<file path="src/rtl/led_display_row_driver.sv">
// HUB75-style row driver: captures one row, shifts it out MSB column first,
// latches it onto the panel row address and then enables the LEDs.
module led_display_row_driver #(
  parameter int SYS_CLK_FREQ   = 100_000_000,
  parameter int BCLK_FREQ      = 21_000_000,
  parameter int NUM_COL_PIXELS = 64,
  parameter int DISPLAY_CYCLES = 256
) (
  input  logic                        clk_in,
  input  logic                        reset_in,
  input  logic [6*NUM_COL_PIXELS-1:0] row_in,
  input  logic                        row_valid_in,
  output logic                        row_ready_out,
  input  logic [3:0]                  row_address_in,
  output logic [2:0]                  rgb_top_out,
  output logic [2:0]                  rgb_bot_out,
  output logic                        bclk_out,
  output logic                        latch_out,
  output logic                        oe_n_out,
  output logic [3:0]                  addr_out
);

  localparam int N          = NUM_COL_PIXELS;
  localparam int HALF_RAW   = SYS_CLK_FREQ / (2 * BCLK_FREQ);
  localparam int HALF       = (HALF_RAW < 1) ? 1 : HALF_RAW;
  localparam int COL_PERIOD = 2 * HALF;
  localparam int CNT_MAX    = (COL_PERIOD > DISPLAY_CYCLES) ? COL_PERIOD : DISPLAY_CYCLES;
  localparam int CNT_W      = $clog2(CNT_MAX + 1);
  localparam int COL_W      = (N > 1) ? $clog2(N) : 1;

  localparam logic [CNT_W-1:0] COL_LAST  = CNT_W'(COL_PERIOD - 1);
  localparam logic [CNT_W-1:0] DISP_LAST = CNT_W'(DISPLAY_CYCLES - 1);
  localparam logic [CNT_W-1:0] HALF_CNT  = CNT_W'(HALF);
  localparam logic [COL_W-1:0] LAST_COL  = COL_W'(N - 1);

  typedef enum logic [1:0] {S_IDLE, S_SHIFT, S_LATCH, S_DISPLAY} state_t;

  state_t             r_state;
  logic [6*N-1:0]     r_row;
  logic [3:0]         r_addr;
  logic [COL_W-1:0]   r_col;
  logic [CNT_W-1:0]   r_cnt;
  logic               r_bclk;
  logic               r_latch;
  logic               r_oe_n;
  logic [3:0]         r_addr_out;
  logic [5:0]         r_rgb;

  logic [CNT_W-1:0]   w_cnt_inc;
  logic [COL_W-1:0]   w_next_idx;
  logic [5:0]         w_first_col;
  logic [5:0]         w_reg_cols [N];

  // Row layout, MSB first: top.red, top.green, top.blue, bot.red, bot.green, bot.blue.
  // Each column packs to {bot.b, bot.g, bot.r, top.b, top.g, top.r}.
  for (genvar gi = 0; gi < N; gi++) begin : g_col
    assign w_reg_cols[gi] = {r_row[gi], r_row[N+gi], r_row[2*N+gi],
                             r_row[3*N+gi], r_row[4*N+gi], r_row[5*N+gi]};
  end

  assign w_first_col = {row_in[N-1], row_in[2*N-1], row_in[3*N-1],
                        row_in[4*N-1], row_in[5*N-1], row_in[6*N-1]};
  assign w_cnt_inc   = r_cnt + CNT_W'(1);
  // r_col counts shifted columns upward; the physical column is LAST_COL - r_col.
  assign w_next_idx  = LAST_COL - r_col - COL_W'(1);

  always_ff @(posedge clk_in) begin
    if (reset_in) begin
      r_state    <= S_IDLE;
      r_addr     <= '0;
      r_col      <= '0;
      r_cnt      <= '0;
      r_bclk     <= 1'b0;
      r_latch    <= 1'b0;
      r_oe_n     <= 1'b1;
      r_addr_out <= '0;
      r_rgb      <= '0;
    end else begin
      case (r_state)
        S_IDLE: begin
          if (row_valid_in) begin
            r_row   <= row_in;
            r_addr  <= row_address_in;
            r_col   <= '0;
            r_cnt   <= '0;
            r_bclk  <= 1'b0;
            r_rgb   <= w_first_col;
            r_state <= S_SHIFT;
          end
        end
        S_SHIFT: begin
          if (r_cnt == COL_LAST) begin
            r_cnt  <= '0;
            r_bclk <= 1'b0;
            if (r_col == LAST_COL) begin
              r_rgb      <= '0;
              r_latch    <= 1'b1;
              r_addr_out <= r_addr;
              r_state    <= S_LATCH;
            end else begin
              r_col <= r_col + COL_W'(1);
              r_rgb <= w_reg_cols[w_next_idx];
            end
          end else begin
            r_cnt  <= w_cnt_inc;
            r_bclk <= (w_cnt_inc >= HALF_CNT);
          end
        end
        S_LATCH: begin
          if (r_cnt == COL_LAST) begin
            r_cnt   <= '0;
            r_latch <= 1'b0;
            r_oe_n  <= 1'b0;
            r_state <= S_DISPLAY;
          end else begin
            r_cnt <= w_cnt_inc;
          end
        end
        S_DISPLAY: begin
          if (r_cnt == DISP_LAST) begin
            r_cnt   <= '0;
            r_oe_n  <= 1'b1;
            r_state <= S_IDLE;
          end else begin
            r_cnt <= w_cnt_inc;
          end
        end
        default: r_state <= S_IDLE;
      endcase
    end
  end

  // Gated by reset so ready is low during reset yet high the first cycle after it.
  assign row_ready_out = (r_state == S_IDLE) && !reset_in;
  assign rgb_top_out   = r_rgb[2:0];
  assign rgb_bot_out   = r_rgb[5:3];
  assign bclk_out      = r_bclk;
  assign latch_out     = r_latch;
  assign oe_n_out      = r_oe_n;
  assign addr_out      = r_addr_out;

endmodule

</file>
<file path="config.mk">
export PLATFORM = sky130hd
export DESIGN_NAME = led_display_row_driver
export DESIGN_NICKNAME = d
export VERILOG_FILES = /design/src/rtl/led_display_row_driver.sv
export SDC_FILE = /design/constraint.sdc
export NUM_CORES = 1
export LEC_CHECK = 0
export BUFFER_PORTS_ARGS = -buffer_cell sky130_fd_sc_hd__buf_2
export CAP_MARGIN = 20
export CORE_UTILIZATION = 58
export DETAILED_ROUTE_END_ITERATION = 6
export HOLD_SLACK_MARGIN = 0.05
export PLACE_DENSITY = 0.86
export SLEW_MARGIN = 0
export SYNTH_ARGS = -nofsm -noshare
export SYNTH_HDL_FRONTEND = slang
export SYNTH_SLANG_ARGS = --single-unit
</file>
<file path="constraint.sdc">
create_clock -name clk_in -period 60.1 [get_ports clk_in]
set_clock_uncertainty 0.05 [all_clocks]
set_input_delay 6.01 -clock clk_in [delete_from_list [all_inputs] [get_ports clk_in]]
set_output_delay 6.01 -clock clk_in [all_outputs]
set_load 0.01 [all_outputs]
</file>
==> results_dict.tcl, run 1 <==
set metrics [dict create \
    status "completed" \
    switching_share_pct 23.7 \
    place.gp.congestion 0.884 \
    cts_resized 0 \
    grt_antenna_before_repair 15 \
    combPwrFrac_pct 11.2 \
    fin_setup_tns_ns 0 \
    syn_inst 902 \
    hold_path_depth 2 \
    n_fill_cell 1767 \
    layout_common_cells "404 x buf_2, 384 x edfxtp_1, 95 x mux4_2, 49 x nand2_1" \
    cap_violations 0 \
    vias 10300 \
    fp.dieH_um 172 \
    synth_top_area_share_pct 68.9 \
    synth_area_per_cell_um2 18.6 \
    p_int_mw 0.531 \
    rsz0062_at_grt "no" \
    crit_chain "buf_2, nor2b_1, buf_2" \
    fin_crit_sh_pct 21.5 \
    drcViolationCount 0 \
    hold_violations 0 \
    critical_path_class "input pin to output port" \
    area_delta_synth_final_pct 22.0 \
    rr_worst_depth 8 \
    m1WireLength_um 14900 \
    crit_arrival_ns 6.83 \
    cts_inserted_buffers 42 \
    clock.fmax_ghz 0.0776 \
    fin_nets 1713 \
    maxSlewHeadroom_pct 18.2 \
    drive_above_1_share_pct 42.5 \
    insertion_delay_ns 0.54 \
    clock-sinks 418 \
    ant_nets 0 \
    core_area_um2 28100 \
    grt_pass1_vias 10600 \
    power_density_nw_per_um2 34.1 \
    dieWidth_um 172 \
    layout_commonest_cell "buf_2" \
    clkPwrFrac_pct 34.8 \
    initial_core_util_pct 59.6 \
    ir_drop_mv 0.0300 \
    worst-slew-pin-transition_ns 1.23 \
    grt_pass1_wl_um 59400 \
    htreeDepth 2 \
    cts_setup_buffers 0 \
    synth_edf_count 384 \
    cts_root_buf "clkbuf_16" \
    vias_per_cell 5.91 \
    yosysTopAreaCell "edfxtp_1" \
    cts_tree "yes" \
    hold_buffers 0 \
    clk_pin_slew_worst_paths_ns 0.06 \
    cpMostUsedCell "buf_2" \
    p_switching_mw 0.165 \
    slew_viol_final 0 \
    crit_buf_inv 2 \
    critical_path.slowest_cell "buf_2" \
    fp-row-count 61 \
    drt_pass1_iterations 7 \
    hpwlAfterDp_um 29600 \
    critPathTopFamily "buffers and inverters" \
    ys_top_cells_by_area "edfxtp_1 69%, mux4_2 13%, dfxtp_1 4.1%" \
    seqPwrFrac_pct 53.9 \
    finalSetupViolations 0 \
    async_flop_share_pct 0 \
    grt_start_max_net_pins 201 \
    dr_wl_met3_um 3170 \
    hold_class "flip-flop to flip-flop" \
    wl_met2_um 22600 \
    die_area_um2 29500 \
    max-clock-path-buffers 3 \
    portBuffers 404 \
    syn_area_um2 16700 \
    crit_cells 3 \
    overflow 0 \
    wl_per_cell_um 24.2 \
    ys_warn_count 0 \
    cp.required_ns 54.04 \
    routed.top_layer "met5" \
    seq_area_frac_synth_pct 73.0 \
    final_util_pct 72.7 \
    leakage_nw 7.25 \
    critical-path-max-stage-delay_ns 0.54 \
    ios 405 \
    crit_path_end_kind "output port" \
    critPathLaunchType "input pin" \
    track_usage_pct 28.2 \
    ys_seq_elements 418 \
    drt_iter0_drc 863 \
    period_minus_slack_ns 12.89 \
    synth_fp_nets 1304 \
    yosys_most_used_dff "edfxtp_1" \
    ys_types 52 \
    routed_wl_um 42000 \
    crit_fanout 35 \
]
==> final cells by class <==
cell class                      count  area [um^2]  area share (%)
Antenna cell                       16         40.0           0.196
Clock buffer                       59         1150            5.61
Clock inverter                     15          119           0.582
Inverter                           11         41.3           0.202
Multi-Input combinational cell    425         4280            21.0
Sequential cell                   418        12200            59.8
Tap cell                          378          473            2.32
Timing Repair Buffer              413         2100            10.3
==> path summary, 6_finish.rpt <==
check / startpoint / endpoint / slack [ns]
min: r_addr[0] / r_addr[0] / 0.42
max reg2reg: r_col[0] / r_rgb[1] / 55.57
min reg2reg: r_addr[0] / r_addr[0] / 0.42
max: reset_in / row_ready_out / 47.21
==> stage by stage <==
step | instance area [um^2] | worst slack, ns | hold WS (ns) | power [mW] | instances
floorplan | 16700 | 36.59 | 0.386 | 0.447 | 902
global placement | 19100 | 47.25 | 0.395 | 0.451 | 1644
detailed placement | 19100 | 47.21 | 0.404 | 0.458 | 1645
CTS | 20400 | 47.22 | 0.414 | 0.699 | 1719
global route | 20400 | 47.15 | 0.443 | 0.720 | 1733
finish | 20400 | 47.21 | 0.415 | 0.696 | 1735
==> kinds of logic after synthesis <==
logic type / after synthesis / share of synthesized area, %
xor+xnor: 11 / 0.778
fa+ha+maj: 11 / 0.823
simple gates: 174 / 4.85
compound gates: 96 / 3.78
flops: 418 / 73.0
mux: 133 / 15.1
buf+inv: 59 / 1.70
==> flip-flops by register name, summed over array words and instances (netlist names) <==
register   flops
r_cnt          9
oe_n_out       1
r_col          6
r_state        2
latch_out      1
r_rgb          6
addr_out       4
bclk_out       1
r_addr         4
r_row        384
==> tightest hold or removal path, stage by stage, from the launching register on <==
cell	delay [ns]
dfxtp_1	0.31
nand2_1	0.05
a21oi_1	0.05
==> cells in the mapped netlist, drive strengths merged (11+ instances only) <==
cell type and instances:
clkbuf 21, nor2 44, nand2 49, mux4 95, inv 11, buf 27, a21oi 23, o21ai 19
nand3 33, ha 11, dfxtp 34, edfxtp 384, mux2i 36
==> routing by layer <==
| layer | global-route usage (%) | up-vias |
|---|---|---|
| li1 | - | 4496 |
| met4 | 11.1 | 2 |
| met2 | 50.9 | 507 |
| met5 | 0 | - |
| met3 | 6.45 | 92 |
| met1 | 32.7 | 5159 |
==> power groups by stage <==
stage / registers (mW) / logic (mW) / clock network [mW]
3_5_place_dp: 0.380 / 0.0772 / 0
6_report: 0.375 / 0.0779 / 0.242
3_3_place_gp: 0.377 / 0.0736 / 0
4_1_cts: 0.375 / 0.0778 / 0.246
2_1_floorplan: 0.402 / 0.0452 / 0
5_1_grt: 0.378 / 0.0844 / 0.258
(Power assumes the default switching activity.)
==> run 2: changes to the inputs <==
- CORE_UTILIZATION: 58 -> 54
- PLACE_DENSITY: 0.86 -> 0.8
- clock period: 60.1 -> 12.66 ns (I/O delays scaled with it)
==> results_dict.tcl, run 2 (synthesis results as in run 1) <==
set metrics [dict create \
    critical_path_class "flip-flop to flip-flop" \
    hold_class "flip-flop to flip-flop" \
    drt_iter0_drc 917 \
    status "completed" \
    cts_resized 0 \
    critPathLaunchType "flip-flop" \
    ios 405 \
    dieWidth_um 178 \
    vias_per_cell 5.83 \
    leakage_nw 7.32 \
    crit_fanout 51 \
    maxSlewHeadroom_pct 24.0 \
    cap_violations 0 \
    clock.fmax_ghz 0.221 \
    initial_core_util_pct 54.8 \
    htreeDepth 2 \
    track_usage_pct 25.9 \
    ant_nets 0 \
    layout.cells.non_filler 1753 \
    layout_common_cells "404 x buf_2, 384 x edfxtp_1, 95 x mux4_2, 49 x nand2_1" \
    place.gp.congestion 0.887 \
    hold_violations 0 \
    period_minus_slack_ns 4.53 \
    max-clock-path-buffers 3 \
    hold_buffers 0 \
    fin_setup_tns_ns 0 \
    grt_pass1_vias 10000 \
    hpwlAfterDp_um 29400 \
    portBuffers 404 \
    finalSetupViolations 0 \
    drt_pass1_iterations 7 \
    grt_antenna_before_repair 16 \
    fp.dieH_um 178 \
    fp-row-count 64 \
    critical-path-max-stage-delay_ns 0.77 \
    crit_chain "buf_4, ha_4, buf_4, mux4_2, mux2i_1, nor2_1, a2111oi_0, nor4_1" \
    pre_cts_slack_ns 7.42 \
    n_fill_cell 2016 \
    grt_start_max_net_pins 215 \
    die_area_um2 31700 \
    crit_buf_inv 2 \
    dp_cells 1662 \
    critPathTopFamily "buffers and inverters" \
    power_density_nw_per_um2 164 \
    routed_wl_um 41700 \
    grt_pass1_wl_um 59200 \
    cts_inserted_buffers 43 \
    cp.required_ns 12.99 \
    fin_crit_sh_pct 35.8 \
    insertion_delay_ns 0.54 \
    drive_above_1_share_pct 43.3 \
    worst-slew-pin-transition_ns 1.14 \
    slew_viol_final 0 \
    top_register "r_row" \
    clock-sinks 418 \
    largest_reg_flops 384 \
    area_delta_synth_final_pct 22.8 \
    critical_path.slowest_cell "buf_4" \
    rsz0062_at_grt "no" \
    fin_ws_ns 8.13 \
    cts_setup_buffers 0 \
    clk_pin_slew_worst_paths_ns 0.06 \
    finalPower_mw 3.38 \
    overflow 0 \
    crit_path_end_kind "flip-flop" \
    wl_per_cell_um 23.8 \
    ir_drop_mv 0.161 \
    cts_root_buf "clkbuf_16" \
    cpMostUsedCell "buf_4" \
    fin_nets 1715 \
    crit_arrival_ns 4.86 \
    drcViolationCount 0 \
    layout_commonest_cell "buf_2" \
    top_regs "r_row x384, r_cnt x9" \
    core_area_um2 30500 \
    vias 10200 \
    cts_tree "yes" \
]
## run 2: changes by cell type in the layout (fill, tap and decap cells not counted), sizes merged
cell      delta
clkbuf       -8
clkinv       +5
bufinv       +3
buf          +1
clkinvlp     -1
## run 2: layout make-up
cell class | instances | area [um^2] | area share (%)
Sequential cell | 418 | 12200 | 59.5
Multi-Input combinational cell | 425 | 4280 | 20.8
Timing Repair Buffer | 414 | 2150 | 10.5
Clock buffer | 51 | 1110 | 5.38
Tap cell | 396 | 495 | 2.41
Clock inverter | 22 | 219 | 1.07
Inverter | 11 | 41.3 | 0.201
Antenna cell | 16 | 40.0 | 0.195
## run 2: stage by stage
step / utilization [%] / hold WS (ns) / cell area, um^2
6_report: 67.3 / 0.411 / 20500
5_1_grt: 67.3 / 0.428 / 20500
4_1_cts: 67.0 / 0.417 / 20400
3_5_place_dp: 62.7 / 0.410 / 19100
3_3_place_gp: 62.7 / 0.398 / 19100
2_1_floorplan: - / 0.386 / 16700
## run 2: final timing paths
path / depth (start not counted) / slack [ns] / endpoint / from
setup / recovery: 8 / 8.13 / r_rgb[5] / r_col[0]
hold / removal: 2 / 0.41 / r_addr[2] / r_addr[2]
setup reg to reg: 8 / 8.13 / r_rgb[5] / r_col[0]
hold reg to reg: 2 / 0.41 / r_addr[2] / r_addr[2]
## run 2: worst register-to-register path: stages (launching register included)
cell and delay, ns:
dfxtp_4 0.53, buf_4 0.79, ha_4 0.77, buf_4 0.75
mux4_2 0.43, mux2i_1 0.25, nor2_1 0.06, a2111oi_0 0.62
nor4_1 0.12
## run 2: where the power goes
group / leakage, nW / switching, mW / internal (mW)
combinational: 2.82 / 0.236 / 0.144
sequential: 3.84 / 0.0582 / 1.72
clock: 0.655 / 0.508 / 0.704
total: 7.32 / 0.803 / 2.57
## run 2: routing by layer
metal | wire length (um) | GRT usage (%) | part of all wire [%]
met5 | 0 | 0 | 0
met4 | 1230 | 9.79 | 2.9
met3 | 2740 | 3.96 | 6.6
met2 | 22100 | 44.7 | 53
met1 | 15600 | 33.2 | 38
